--- src/rtl/keypad_pkg.sv ---
// Shared types and constants for the 4x4 matrix keypad scanner.
package keypad_pkg;

  typedef enum logic [1:0] {
    SCAN     = 2'd0,
    DEBOUNCE = 2'd1,
    HELD     = 2'd2,
    RELEASE  = 2'd3
  } state_t;

  // Hex code of each key, indexed [row][column].
  localparam logic [3:0] KEY_MAP [4][4] = '{
    '{4'h1, 4'h2, 4'h3, 4'hA},
    '{4'h4, 4'h5, 4'h6, 4'hB},
    '{4'h7, 4'h8, 4'h9, 4'hC},
    '{4'hE, 4'h0, 4'hF, 4'hD}
  };

  // Active-low one-hot row drive for row index r.
  function automatic logic [3:0] row_drive(input logic [1:0] r);
    return ~(4'b0001 << r);
  endfunction

endpackage

--- src/rtl/sync_2ff.sv ---
// Two-flop synchronizer; resets to all ones, the idle level of pulled-up columns.
module sync_2ff #(
  parameter int DATA_W = 4
) (
  input  logic              clk_i,
  input  logic              rst_i,
  input  logic [DATA_W-1:0] d_i,
  output logic [DATA_W-1:0] q_o
);

  logic [DATA_W-1:0] meta_q;
  logic [DATA_W-1:0] sync_q;

  // Capture the asynchronous input, then re-register to settle metastability.
  always_ff @(posedge clk_i or posedge rst_i) begin
    if (rst_i) begin
      meta_q <= '1;
      sync_q <= '1;
    end else begin
      meta_q <= d_i;
      sync_q <= meta_q;
    end
  end

  assign q_o = sync_q;

endmodule

--- src/rtl/keypad_scanner.sv ---
// 4x4 keypad scanner: walks the rows, senses the columns, debounces press and
// release, and strobes key_valid with the hex code of each newly accepted key.
module keypad_scanner
  import keypad_pkg::*;
#(
  parameter int SCAN_CYCLES     = 24000,
  parameter int DEBOUNCE_CYCLES = 480000
) (
  input  logic       clk,
  input  logic       reset,
  input  logic [3:0] col,
  output logic [3:0] row,
  output logic [3:0] key_code,
  output logic       key_valid,
  output logic       key_held
);

  // One shared counter serves both the row dwell and the debounce windows.
  localparam int MAX_CYCLES = (SCAN_CYCLES > DEBOUNCE_CYCLES) ? SCAN_CYCLES : DEBOUNCE_CYCLES;
  localparam int CNT_W      = $clog2(MAX_CYCLES);
  localparam logic [CNT_W-1:0] SCAN_LAST = CNT_W'(SCAN_CYCLES - 1);
  localparam logic [CNT_W-1:0] DEB_LAST  = CNT_W'(DEBOUNCE_CYCLES - 1);
  localparam logic [CNT_W-1:0] CNT_INC   = CNT_W'(1);

  logic [3:0]       col_s;
  state_t           state_q,     state_d;
  logic [1:0]       row_idx_q,   row_idx_d;
  logic [1:0]       col_idx_q,   col_idx_d;
  logic [CNT_W-1:0] cnt_q,       cnt_d;
  logic [3:0]       key_code_q,  key_code_d;
  logic             key_valid_q, key_valid_d;
  logic             key_held_q,  key_held_d;
  logic             col_any;
  logic [1:0]       col_first;
  logic             key_down;

  sync_2ff #(.DATA_W(4)) u_col_sync (
    .clk_i (clk),
    .rst_i (reset),
    .d_i   (col),
    .q_o   (col_s)
  );

  // Find the lowest-numbered active (low) column of the driven row.
  always_comb begin
    col_first = 2'd0;
    for (int i = 3; i >= 0; i--) begin
      if (!col_s[i]) col_first = 2'(i);
    end
  end

  assign col_any  = ~&col_s;
  assign key_down = ~col_s[col_idx_q];

  // Scan/debounce/hold/release sequencing and output generation.
  always_comb begin
    state_d     = state_q;
    row_idx_d   = row_idx_q;
    col_idx_d   = col_idx_q;
    cnt_d       = cnt_q;
    key_code_d  = key_code_q;
    key_valid_d = 1'b0;
    key_held_d  = key_held_q;
    case (state_q)
      SCAN: begin
        if (cnt_q == SCAN_LAST) begin
          cnt_d = '0;
          if (col_any) begin
            col_idx_d = col_first;
            state_d   = DEBOUNCE;
          end else begin
            row_idx_d = row_idx_q + 2'd1;
          end
        end else begin
          cnt_d = cnt_q + CNT_INC;
        end
      end
      DEBOUNCE: begin
        if (!key_down) begin
          // Bounce or glitch: rescan the same row from the start.
          state_d = SCAN;
          cnt_d   = '0;
        end else if (cnt_q == DEB_LAST) begin
          state_d     = HELD;
          cnt_d       = '0;
          key_code_d  = KEY_MAP[row_idx_q][col_idx_q];
          key_valid_d = 1'b1;
          key_held_d  = 1'b1;
        end else begin
          cnt_d = cnt_q + CNT_INC;
        end
      end
      HELD: begin
        if (!key_down) begin
          state_d = RELEASE;
          cnt_d   = '0;
        end
      end
      RELEASE: begin
        if (key_down) begin
          // Release bounce: key still counts as held, no new strobe.
          state_d = HELD;
          cnt_d   = '0;
        end else if (cnt_q == DEB_LAST) begin
          state_d    = SCAN;
          cnt_d      = '0;
          row_idx_d  = row_idx_q + 2'd1;
          key_held_d = 1'b0;
        end else begin
          cnt_d = cnt_q + CNT_INC;
        end
      end
      default: state_d = SCAN;
    endcase
  end

  // State, counter and output registers.
  always_ff @(posedge clk or posedge reset) begin
    if (reset) begin
      state_q     <= SCAN;
      row_idx_q   <= 2'd0;
      col_idx_q   <= 2'd0;
      cnt_q       <= '0;
      key_code_q  <= 4'h0;
      key_valid_q <= 1'b0;
      key_held_q  <= 1'b0;
    end else begin
      state_q     <= state_d;
      row_idx_q   <= row_idx_d;
      col_idx_q   <= col_idx_d;
      cnt_q       <= cnt_d;
      key_code_q  <= key_code_d;
      key_valid_q <= key_valid_d;
      key_held_q  <= key_held_d;
    end
  end

  assign row       = row_drive(row_idx_q);
  assign key_code  = key_code_q;
  assign key_valid = key_valid_q;
  assign key_held  = key_held_q;

endmodule

--- config.mk ---
export PLATFORM = sky130hd
export DESIGN_NAME = keypad_scanner
export DESIGN_NICKNAME = d
export VERILOG_FILES = /design/src/rtl/keypad_pkg.sv /design/src/rtl/sync_2ff.sv /design/src/rtl/keypad_scanner.sv
export SDC_FILE = /design/constraint.sdc
export NUM_CORES = 1
export LEC_CHECK = 0
export ABC_AREA = 1
export BUFFER_PORTS_ARGS = -buffer_cell sky130_fd_sc_hd__buf_2
export CAP_MARGIN = 0
export CORE_UTILIZATION = 67
export CTS_BUF_LIST = sky130_fd_sc_hd__clkbuf_2
export CTS_CLUSTER_SIZE = 14
export DETAILED_ROUTE_END_ITERATION = 12
export PLACE_DENSITY = 0.95
export SLEW_MARGIN = 0
export SYNTH_ARGS = -nofsm -noshare
export SYNTH_HDL_FRONTEND = slang
export SYNTH_SLANG_ARGS = --single-unit
--- constraint.sdc ---
create_clock -name clk -period 3.5 [get_ports clk]
set_input_delay 0.175 -clock clk [delete_from_list [all_inputs] [get_ports clk]]
set_output_delay 0.175 -clock clk [all_outputs]
set_load 0.005 [all_outputs]
==> results.py, run 1 <==
metrics = {
    "run_status": {
        "status": "completed",
    },
    "detailed_routing": {
        "wire_per_inst_um": 11.98,
        "ant_nets": 0,
        "drc": 0,
        "drt-total-wl_mm": 3.953,
        "first_iter_violations": 96,
        "vias_per_cell": 5.327,
        "vias": 1758,
        "dr.pass1.iters": 5,
    },
    "clock_tree": {
        "clockBufferDepth": 2,
        "h-tree-depth": 2,
        "tritoncts": "built",
        "cts.sinks": 39,
        "clock-root-buffer": "clkbuf_2",
        "clkSlewWorstSetupHoldPaths_ns": 0.21,
        "clkLatencyLatePin_ns": 0.40,
        "cts_buffers": 5,
    },
    "die": {
        "die-area_mm2": 0.003450,
        "start_util": 0.7066,
        "die_x_um": 58.74,
        "fp.coreArea_mm2": 0.003053,
        "num_io_pins": 16,
        "row_count": 20,
        "die_h_um": 58.74,
    },
    "cells_and_area": {
        "area_delta_synth_final_pct": 9.339,
        "layout_commonest_cell": "nand2_1",
        "multi_input_area_mm2": 0.001016,
        "drive_above_1_share": 0.2203,
        "most-common-layout-cells": "56 x nand2_1, 31 x dfrtp_1, 29 x inv_1, 29 x nor2_1, 16 x nand3_1",
        "fill_cells": 222,
        "seqCellArea_um2": 985.9,
        "antenna_cells": 0,
        "nNetsFinal": 298,
    },
    "place": {
        "port_buffers": 15,
        "place_congestion": 0.8624,
        "dpl.hpwl_mm": 2.807,
        "dp_slack_ns": 1.676,
    },
    "pwr": {
        "seq_power_share": 0.671,
        "leakage_nw": 1.129,
        "p_per_area_mw_per_mm2": 292.6,
        "intPower_mw": 0.5162,
        "swShare": 0.2521,
        "clockPowerShare": 0.295,
        "combPwrFrac": 0.034,
        "power_switching_mw": 0.1740,
        "irDropWorstVdd_v": 0.0002693,
    },
    "global_route": {
        "grt_usage": 0.2630,
        "grt.overflow.total": 0,
        "antenna_found_initial": 0,
        "grt_pass1_wl_mm": 6.796,
        "grt_pass1_vias": 1631,
        "grt_max_degree": 40,
    },
    "setup_path": {
        "critical_path_arrival_ns": 2.23,
        "start_kind": "register",
        "r2r_end": "state_q[0]",
        "rr_startpoint": "cnt_q[1]",
        "crit_fanout": 11,
        "cpMaxStageDelayCell": "dfrtp_1",
        "endpoint_kind": "register",
        "cp_cell_sequence": "ha_1, nand3_1, inv_1, nand2_2, nor2_2, nor2_1, nand2_4, nand3_4, inv_2, nand3_1, nand2_1",
        "rr_worst_depth": 11,
        "critPathMostFrequentCell": "nand3_1",
        "slowest_delay_ns": 0.41,
        "required_ns": 3.86,
        "r2r_slack_ns": 1.64,
        "crit_type": "register to register",
    },
    "worst_hold_path": {
        "hold_class": "register to register",
        "min_from": "u_col_sync.meta_q[2]",
        "min_path_cells": 0,
        "whs_endpoint": "u_col_sync.q_o[2]",
    },
    "sta": {
        "max_freq_mhz": 537.6,
        "fin_crit_sh": 0.5315,
        "worstMarginPinSlew_ns": 0.4711,
        "relSlewSlack": 0.6859,
        "rsz0062_at_grt": "false",
        "finalHoldViolations": 0,
        "holdWs_ns": 0.3699,
        "drv_slew": 0,
        "finalCriticalPeriod_ns": 1.860,
        "worst_clock_skew_ns": 0.01052,
        "finalSetupTns_ns": 0,
        "final-setup-viol-count": 0,
        "setup_slack_ns": 1.640,
    },
    "synth": {
        "synth_nets": 274,
        "yosysSeqAreaShare": 0.4571,
        "syn_avg_cell_area_um2": 8.265,
        "synth_area_mm2": 0.002157,
        "ys.warnings.count": 0,
        "netlist_instances": 261,
        "synth_cell_types": 35,
        "ys_seq_elements": 39,
    },
    "run": {
        "max_cap_violations": 0,
    },
}
## synth_stat cells, drive strengths merged
| cell | instances | share of area |
|---|---|---|
| a21oi | 13 | 0.034 |
| a22oi | 1 | 0.0035 |
| and2 | 1 | 0.0029 |
| and3 | 1 | 0.0029 |
| buf | 3 | 0.013 |
| clkbuf | 1 | 0.0017 |
| dfrtp | 31 | 0.36 |
| dfstp | 8 | 0.097 |
| ha | 7 | 0.041 |
| inv | 33 | 0.057 |
| nand2 | 64 | 0.13 |
| nand3 | 19 | 0.055 |
| nand3b | 2 | 0.0070 |
| nand4 | 1 | 0.0029 |
| nor2 | 38 | 0.077 |
| nor3 | 10 | 0.038 |
| nor3b | 1 | 0.0035 |
| o211ai | 1 | 0.0035 |
| o21ai | 17 | 0.039 |
| o21bai | 2 | 0.0070 |
| o31ai | 1 | 0.0035 |
| xnor2 | 2 | 0.0081 |
| xor2 | 4 | 0.016 |
## what timing repair did
action / CTS / global route
endpoints found under the setup margin: 0 / 0
hold buffers: 5 / 0
buffers inserted: 0 / 0
resized for setup: 0 / 0
endpoints found under the hold margin: 35 / 0
## worst max-delay path, delay by kind of cell, from the launching register on
kind,cells,cell delay [ns]
fa+ha+maj,1,0.19
buf+inv,2,0.37
flops,1,0.41
simple gates,8,0.86
## metal layers
metal	share of wire	vias up	GRT usage
met5	0	-	0
met4	0.016	0	0.08163
met3	0.043	9	0.07473
met2	0.48	50	0.4237
met1	0.46	822	0.3449
li1	-	877	-
## cell type report
cell class                 instances  area share
inverter                          33     0.05252
multi-input combinational        185      0.4308
clock inverter                     3    0.008488
clock buffer                       5     0.01061
sequential                        39      0.4180
tap                               44     0.02334
timing repair buffer              21     0.05623
## cell families (layout without fill, tap and decap cells)
| group | count (synthesis) | count (layout) | synth area share |
|---|---|---|---|
| simple gates | 137 | 137 | 0.3155 |
| flops | 39 | 39 | 0.4571 |
| buf+inv | 37 | 62 | 0.07192 |
| compound gates | 35 | 35 | 0.09049 |
| fa+ha+maj | 7 | 7 | 0.04060 |
| xor+xnor | 6 | 6 | 0.02436 |
## per-stage QoR
stage	utilization	area [um2]	instances	total power [mW]
2_1_floorplan	-	2157	261	0.4825
3_3_place_gp	0.7414	2263	317	0.4889
3_5_place_dp	0.7414	2263	317	0.4901
4_1_cts	0.7725	2359	330	0.6951
5_1_grt	0.7725	2359	330	0.7208
6_report	0.7725	2359	330	0.6901
## sequential cells by signal (all words and copies together), names as in the netlist, named ones only
| signal | cells |
|---|---|
| u_col_sync.q_o | 4 |
| state_q | 1 |
| col_idx_q | 2 |
| key_code | 4 |
| key_held | 1 |
| cnt_q | 19 |
| row_idx_q | 2 |
| u_col_sync.meta_q | 4 |
| key_valid | 1 |
## power groups by stage
stage	Sequential [mW]	Combinational, mW	Clock [mW]
4_1_cts	0.463	0.0240	0.208
5_1_grt	0.464	0.0273	0.230
3_5_place_dp	0.470	0.0198	0
6_report	0.463	0.0237	0.204
3_3_place_gp	0.470	0.0190	0
2_1_floorplan	0.469	0.0132	0
## how the worst max path moves through the flow
| stage | from | endpoint | slack, ns | cells after the start |
|---|---|---|---|---|
| floorplan | cnt_q[0] | cnt_q[3] | 1.96 | 11 |
| global placement | cnt_q[1] | state_q[0] | 1.73 | 11 |
| detailed placement | cnt_q[1] | state_q[0] | 1.68 | 11 |
| CTS | cnt_q[1] | state_q[0] | 1.62 | 11 |
| global route | cnt_q[1] | state_q[0] | 1.43 | 11 |
| finish | cnt_q[1] | state_q[0] | 1.64 | 11 |
(Power assumes the default switching activity.)
==> run 2, diff against run 1 <==
--- a/config.mk
+++ b/config.mk
@@ -8,11 +8,11 @@
 export ABC_AREA = 1
 export BUFFER_PORTS_ARGS = -buffer_cell sky130_fd_sc_hd__buf_2
 export CAP_MARGIN = 0
-export CORE_UTILIZATION = 67
+export CORE_UTILIZATION = 56
 export CTS_BUF_LIST = sky130_fd_sc_hd__clkbuf_2
 export CTS_CLUSTER_SIZE = 14
 export DETAILED_ROUTE_END_ITERATION = 12
-export PLACE_DENSITY = 0.95
+export PLACE_DENSITY = 0.86
 export SLEW_MARGIN = 0
 export SYNTH_ARGS = -nofsm -noshare
 export SYNTH_HDL_FRONTEND = slang
==> constraint.sdc (replaced) <==
create_clock -name clk -period 1.49 [get_ports clk]
set_input_delay 0.0745 -clock clk [delete_from_list [all_inputs] [get_ports clk]]
set_output_delay 0.0745 -clock clk [all_outputs]
set_load 0.005 [all_outputs]
==> run 2 against run 1 <==
Effect of this change:
- the run now ends with setup timing left
- critical path depth decreased by 1
- clock skew increased by 0.030 ns
- total power increased to 2.7 times the previous value
- sequential power increased by 140%
- first-iteration DRC count increased by 140%
==> results.py, run 2 (same netlist as run 1, synthesis figures left out) <==
metrics = {
    "sta": {
        "drv_slew": 0,
        "finalCriticalPeriod_ns": 1.798,
        "worst_clock_skew_ns": 0.04013,
        "relSlewSlack": 0.6702,
        "finalSetupTns_ns": -7.167,
        "rsz0062_at_grt": "true",
        "max_freq_mhz": 556.2,
        "setup_slack_ns": -0.3079,
        "final-setup-viol-count": 31,
        "finalHoldViolations": 0,
        "fin_crit_sh": 1.207,
        "worstMarginPinSlew_ns": 0.4947,
    },
    "pwr": {
        "combPwrFrac": 0.039,
        "clockPowerShare": 0.368,
        "swShare": 0.2423,
        "irDropWorstVdd_v": 0.0006379,
        "seq_power_share": 0.593,
        "power_switching_mw": 0.4447,
        "leakage_nw": 1.459,
        "intPower_mw": 1.390,
        "p_per_area_mw_per_mm2": 589.3,
    },
    "die": {
        "fp.coreArea_mm2": 0.003689,
        "start_util": 0.5848,
        "die_x_um": 64.07,
        "die_h_um": 64.07,
        "num_io_pins": 16,
        "die-area_mm2": 0.004104,
        "row_count": 22,
    },
    "cells_and_area": {
        "largest_reg_flops": 19,
        "instances_no_fill": 391,
        "fill_cells": 173,
        "drive_above_1_share": 0.4781,
        "top_register": "cnt_q",
        "area_delta_synth_final_pct": 44.37,
        "nNetsFinal": 355,
        "antenna_cells": 0,
        "final_util": 0.8443,
        "layout_commonest_cell": "buf_4",
        "most-common-layout-cells": "50 x buf_4, 44 x nand2_1, 29 x dfrtp_1, 23 x inv_1, 20 x nor2_1",
    },
    "setup_path": {
        "required_ns": 1.84,
        "start_kind": "register",
        "r2r_slack_ns": -0.31,
        "r2r_end": "cnt_q[2]",
        "rr_startpoint": "cnt_q[5]",
        "crit_type": "register to register",
        "critical_path_arrival_ns": 2.15,
        "endpoint_kind": "register",
        "critical_path.startpoint": "cnt_q[5]",
        "crit_path_end": "cnt_q[2]",
        "crit_fanout": 6,
        "rr_worst_depth": 10,
    },
    "clock_tree": {
        "clkLatencyLatePin_ns": 0.45,
        "clkSlewWorstSetupHoldPaths_ns": 0.24,
        "clockBufferDepth": 2,
        "h-tree-depth": 2,
        "clock-root-buffer": "clkbuf_2",
        "tritoncts": "built",
        "cts_buffers": 5,
        "cts.sinks": 39,
    },
    "global_route": {
        "antenna_found_initial": 0,
        "grt_usage": 0.2856,
        "grt_pass1_vias": 1990,
        "grt.overflow.total": 0,
        "grt_max_degree": 40,
        "grt_pass1_wl_mm": 8.887,
    },
    "place": {
        "port_buffers": 15,
        "place_congestion": 0.8585,
        "dpl.hpwl_mm": 3.334,
        "dp_cells": 358,
    },
    "detailed_routing": {
        "wire_per_inst_um": 17.76,
        "ant_nets": 0,
        "drt-total-wl_mm": 6.943,
        "drc": 0,
        "dr.pass1.iters": 7,
        "first_iter_violations": 232,
        "vias_per_cell": 5.770,
        "vias": 2256,
    },
    "run": {
        "max_cap_violations": 0,
    },
    "run_status": {
        "status": "finished with violations",
        "violations": "setup timing",
    },
    "worst_hold_path": {
        "hold_class": "input port to asynchronous set/reset pin",
    },
}
## run 2: cell types whose count changed in the layout (fill, tap and decap cells not counted), sizes merged
cell      change
buf          +56
clkinvlp      -2
bufinv        +1
clkbuf        +1
clkinv        +1
## run 2: cell type report
cell class / count / area [um2] / share of cell area
clock buffer: 5 / 25.02 / 0.008035
clock inverter: 3 / 43.79 / 0.01406
inverter: 33 / 128.9 / 0.04138
multi-input combinational: 185 / 1246 / 0.4002
sequential: 39 / 988.4 / 0.3174
tap: 48 / 60.06 / 0.01928
timing repair buffer: 78 / 621.8 / 0.1997
## run 2: metal layers
| metal | vias to the layer above | routed length, um | track usage |
|---|---|---|---|
| met3 | 46 | 582 | 0.05893 |
| met1 | 1068 | 2545 | 0.3318 |
| met4 | 0 | 333 | 0.07670 |
| met2 | 147 | 3481 | 0.5266 |
| met5 | - | 0 | 0 |
| li1 | 995 | - | - |
## run 2: worst max-delay path: stages (launching register included)
cell and delay, ns:
dfrtp_1 0.45, nand2_1 0.17, nor2_2 0.19, nand2_4 0.10, nor2_4 0.23, nor2_4 0.06
nand2_4 0.08, nand3_4 0.12, inv_4 0.12, clkbuf_16 0.15, nor3_2 0.03
## run 2: timing repair
item / in CTS / in global routing
hold buffers: 5 / 0
gates resized for setup: 26 / 43
endpoints found under the hold margin: 35 / 0
buffers inserted: 8 / 11
pin swaps: 7 / 23
cloned: 0 / 1
endpoints found under the setup margin: 34 / 34
## run 2: worst min path at each step
stage / from / to / cells past startpoint
2_1_floorplan: col[0] / u_col_sync.meta_q[0] / 0
3_3_place_gp: col[0] / u_col_sync.meta_q[0] / 1
3_5_place_dp: col[3] / u_col_sync.meta_q[3] / 1
4_1_cts: col[3] / u_col_sync.meta_q[3] / 2
5_1_grt: col[2] / u_col_sync.meta_q[2] / 2
6_report: reset / col_idx_q[1] / 4
## run 2: power by group through the flow
stage / logic (mW) / clock network [mW] / registers (mW)
3_3_place_gp: 0.0504 / 0 / 1.10
5_1_grt: 0.0793 / 0.708 / 1.09
3_5_place_dp: 0.0530 / 0 / 1.10
4_1_cts: 0.0629 / 0.665 / 1.09
2_1_floorplan: 0.0311 / 0 / 1.10
6_report: 0.0717 / 0.675 / 1.09
## run 2: through the flow
step	setup slack (ns)	hold slack (ns)	instance area, um2	power [mW]
6_report	-0.3079	0.2519	3114	1.835
3_5_place_dp	-0.1474	0.1811	2591	1.156
3_3_place_gp	-0.1381	0.1797	2591	1.153
2_1_floorplan	0.007843	0.07898	2177	1.133
5_1_grt	-0.3526	0.2454	3114	1.877
4_1_cts	-0.1509	0.2586	2846	1.814
==> run 3, diff against run 2 <==
--- a/config.mk
+++ b/config.mk
@@ -12,8 +12,10 @@
 export CTS_BUF_LIST = sky130_fd_sc_hd__clkbuf_2
 export CTS_CLUSTER_SIZE = 14
 export DETAILED_ROUTE_END_ITERATION = 12
+export HOLD_SLACK_MARGIN = 0.15
 export PLACE_DENSITY = 0.86
 export SLEW_MARGIN = 0
 export SYNTH_ARGS = -nofsm -noshare
 export SYNTH_HDL_FRONTEND = slang
+export SYNTH_HIERARCHICAL = 1
 export SYNTH_SLANG_ARGS = --single-unit
==> run 3 against run 2 <==
Effect of this change:
- the flow still finishes with violations (setup timing)
- sequential power is essentially flat
- wire length grew 11%
- synthesized area grew 8.4%
- total power shrank 8.5%
- sequential share of layout area shrank 1.8 points
- setup slack lost 0.041 ns
- cell count grew 12%
- die area grew 8.1%
- clock-buffer cell count grew 1
- hold slack lost 0.012 ns
- synthesized cell count grew 11%
==> results.py, run 3 <==
metrics = {
    "clock_tree": {
        "clockBufferDepth": 2,
        "clock-root-buffer": "clkbuf_2",
        "h-tree-depth": 2,
        "clkLatencyLatePin_ns": 0.44,
        "tritoncts": "built",
        "cts_buffers": 5,
        "clkSlewWorstSetupHoldPaths_ns": 0.24,
        "cts.sinks": 39,
    },
    "global_route": {
        "grt_pass1_vias": 2316,
        "antenna_found_initial": 0,
        "grt_pass1_wl_mm": 10.38,
        "grt_max_degree": 32,
        "grt_usage": 0.3140,
        "grt.overflow.total": 0,
    },
    "die": {
        "fp.coreArea_mm2": 0.004000,
        "num_io_pins": 16,
        "die_x_um": 66.61,
        "die-area_mm2": 0.004436,
        "row_count": 23,
        "start_util": 0.5843,
        "die_h_um": 66.61,
    },
    "sta": {
        "relSlewSlack": 0.7085,
        "max_freq_mhz": 543.7,
        "worstMarginPinSlew_ns": 0.4327,
        "drv_slew": 0,
        "finalCriticalPeriod_ns": 1.839,
        "rsz0062_at_grt": "true",
        "worst_clock_skew_ns": 0.03818,
        "setup_slack_ns": -0.3492,
        "fin_crit_sh": 1.234,
        "final-setup-viol-count": 31,
        "finalHoldViolations": 0,
        "holdWs_ns": 0.2401,
    },
    "synth": {
        "synth_largest_area_cell": "dfrtp_1",
        "synth_nets": 303,
        "netlist_instances": 290,
        "synthFlopType": "dfrtp_1",
        "yosysSeqAreaShare": 0.4218,
        "synth_area_mm2": 0.002337,
        "yosysMostFrequentCell": "nand2_1",
        "ys_seq_elements": 39,
        "yosys.area.top_type_share": 0.3319,
        "synth_edf_count": 0,
        "ys.warnings.count": 6,
        "yosys-top-cells-area": "dfrtp_1 33%, nand2_1 9.6%, dfstp_2 9.0%",
        "synth_common_cells": "60 x nand2_1, 43 x inv_1, 40 x nor2_1",
        "synthArstFlopShare": 1.000,
        "syn_avg_cell_area_um2": 8.059,
        "synth_cell_types": 31,
    },
    "cells_and_area": {
        "nNetsFinal": 398,
        "largest_reg_flops": 19,
        "antenna_cells": 0,
        "area_delta_synth_final_pct": 41.38,
        "instances_no_fill": 436,
        "top_register": "cnt_q",
        "layout_commonest_cell": "buf_4",
        "most-common-layout-cells": "60 x buf_4, 52 x nand2_1, 39 x inv_1, 34 x nor2_1, 29 x dfrtp_1",
        "final_util": 0.8261,
        "drive_above_1_share": 0.4352,
    },
    "pwr": {
        "swShare": 0.2634,
        "irDropWorstVdd_v": 0.0006576,
        "seq_power_share": 0.647,
        "combPwrFrac": 0.055,
        "power_switching_mw": 0.4422,
        "clockPowerShare": 0.299,
        "finalPower_mw": 1.679,
        "intPower_mw": 1.237,
        "p_per_area_mw_per_mm2": 508.1,
        "leakage_nw": 1.656,
    },
    "setup_path": {
        "critical_path_arrival_ns": 2.14,
        "critical_path.startpoint": "col_idx_q[0]",
        "start_kind": "register",
        "endpoint_kind": "register",
        "cpMaxStageDelayCell": "dfrtp_1",
        "crit_fanout": 5,
        "cp_cell_sequence": "inv_2, nand2_2, nand3_4, nand2_8, buf_6, inv_1, nand3_1, nand2_2, nor2_4, buf_6, nor2_2",
        "crit_type": "register to register",
        "required_ns": 1.79,
        "slowest_delay_ns": 0.52,
        "rr_startpoint": "col_idx_q[0]",
    },
    "detailed_routing": {
        "vias_per_cell": 5.810,
        "first_iter_violations": 274,
        "drc": 0,
        "vias": 2533,
        "ant_nets": 0,
        "dr.pass1.iters": 7,
        "wire_per_inst_um": 17.69,
        "drt-total-wl_mm": 7.713,
    },
    "place": {
        "dp_cells": 399,
        "dpl.hpwl_mm": 3.865,
        "port_buffers": 15,
        "place_congestion": 0.8879,
    },
    "run": {
        "max_cap_violations": 0,
    },
    "run_status": {
        "status": "finished with violations",
        "violations": "setup timing",
    },
    "worst_hold_path": {
        "hold_class": "input port to asynchronous set/reset pin",
    },
}
run 3: cell types whose count changed after synthesis, moves of 6 or more:
cell,change
nor2_2,-7
nor2_1,+11
inv_1,+14
nand3_1,+6
run 3: per-stage QoR:
step | setup slack, ns | setup TNS [ns] | area (um2)
finish | -0.3492 | -6.964 | 3304
CTS | -0.1416 | -2.214 | 3131
detailed placement | -0.2461 | -4.367 | 2809
floorplan | 0.01830 | 0 | 2340
global placement | -0.1585 | -1.864 | 2809
global route | -0.4740 | -8.754 | 3304
run 3: final cells by class:
type	count	area [um2]
Clock buffer	6	30.03
Multi-Input combinational cell	203	1341
Inverter	46	172.7
Sequential cell	39	988.4
Timing Repair Buffer	90	696.9
Clock inverter	2	12.51
Tap cell	50	62.56
Fill cell	207	695.7
run 3: final timing paths:
kind	end	slack, ns	cells past startpoint
setup reg to reg	cnt_q[10]	-0.35	11
min in group clk	u_col_sync/meta_q[2]	0.29	2
hold / removal	state_q[0]	0.24	4
hold reg to reg	u_col_sync/q_o[3]	0.37	0
max in group asynchronous	cnt_q[3]	0.89	4
setup / recovery	cnt_q[10]	-0.35	11
run 3: cells by family after synthesis:
kind of cell / synth area share
xor+xnor: 0.01874
simple gates: 0.3619
buf+inv: 0.08833
compound gates: 0.07174
flops: 0.4218
fa+ha+maj: 0.03747
run 3: timing repair:
action	in CTS	in global routing
gates resized for setup	31	27
endpoints found under the setup margin	32	34
cloned	1	0
endpoints found under the hold margin	43	0
buffers inserted	13	10
pin swaps	13	7
hold buffers	5	0
run 3: power groups by stage:
stage,Sequential [mW],Clock [mW],Combinational (mW)
floorplan,1.10,0,0.0327
global placement,1.10,0,0.0624
detailed placement,1.10,0,0.0645
CTS,1.09,0.486,0.0817
global route,1.09,0.547,0.0986
finish,1.09,0.501,0.0917
run 3: per-layer routing:
metal,track usage,share of wire
met5,0,0
met4,0.1543,0.074
met3,0.06849,0.086
met2,0.5442,0.47
met1,0.3617,0.37
run 3: critical path: cells and delay by family, from the launching register on:
family                 cells  cell delay [ns]
flip-flops                 1             0.52
buffers and inverters      4             0.43
AND/OR/NAND/NOR            7             0.74
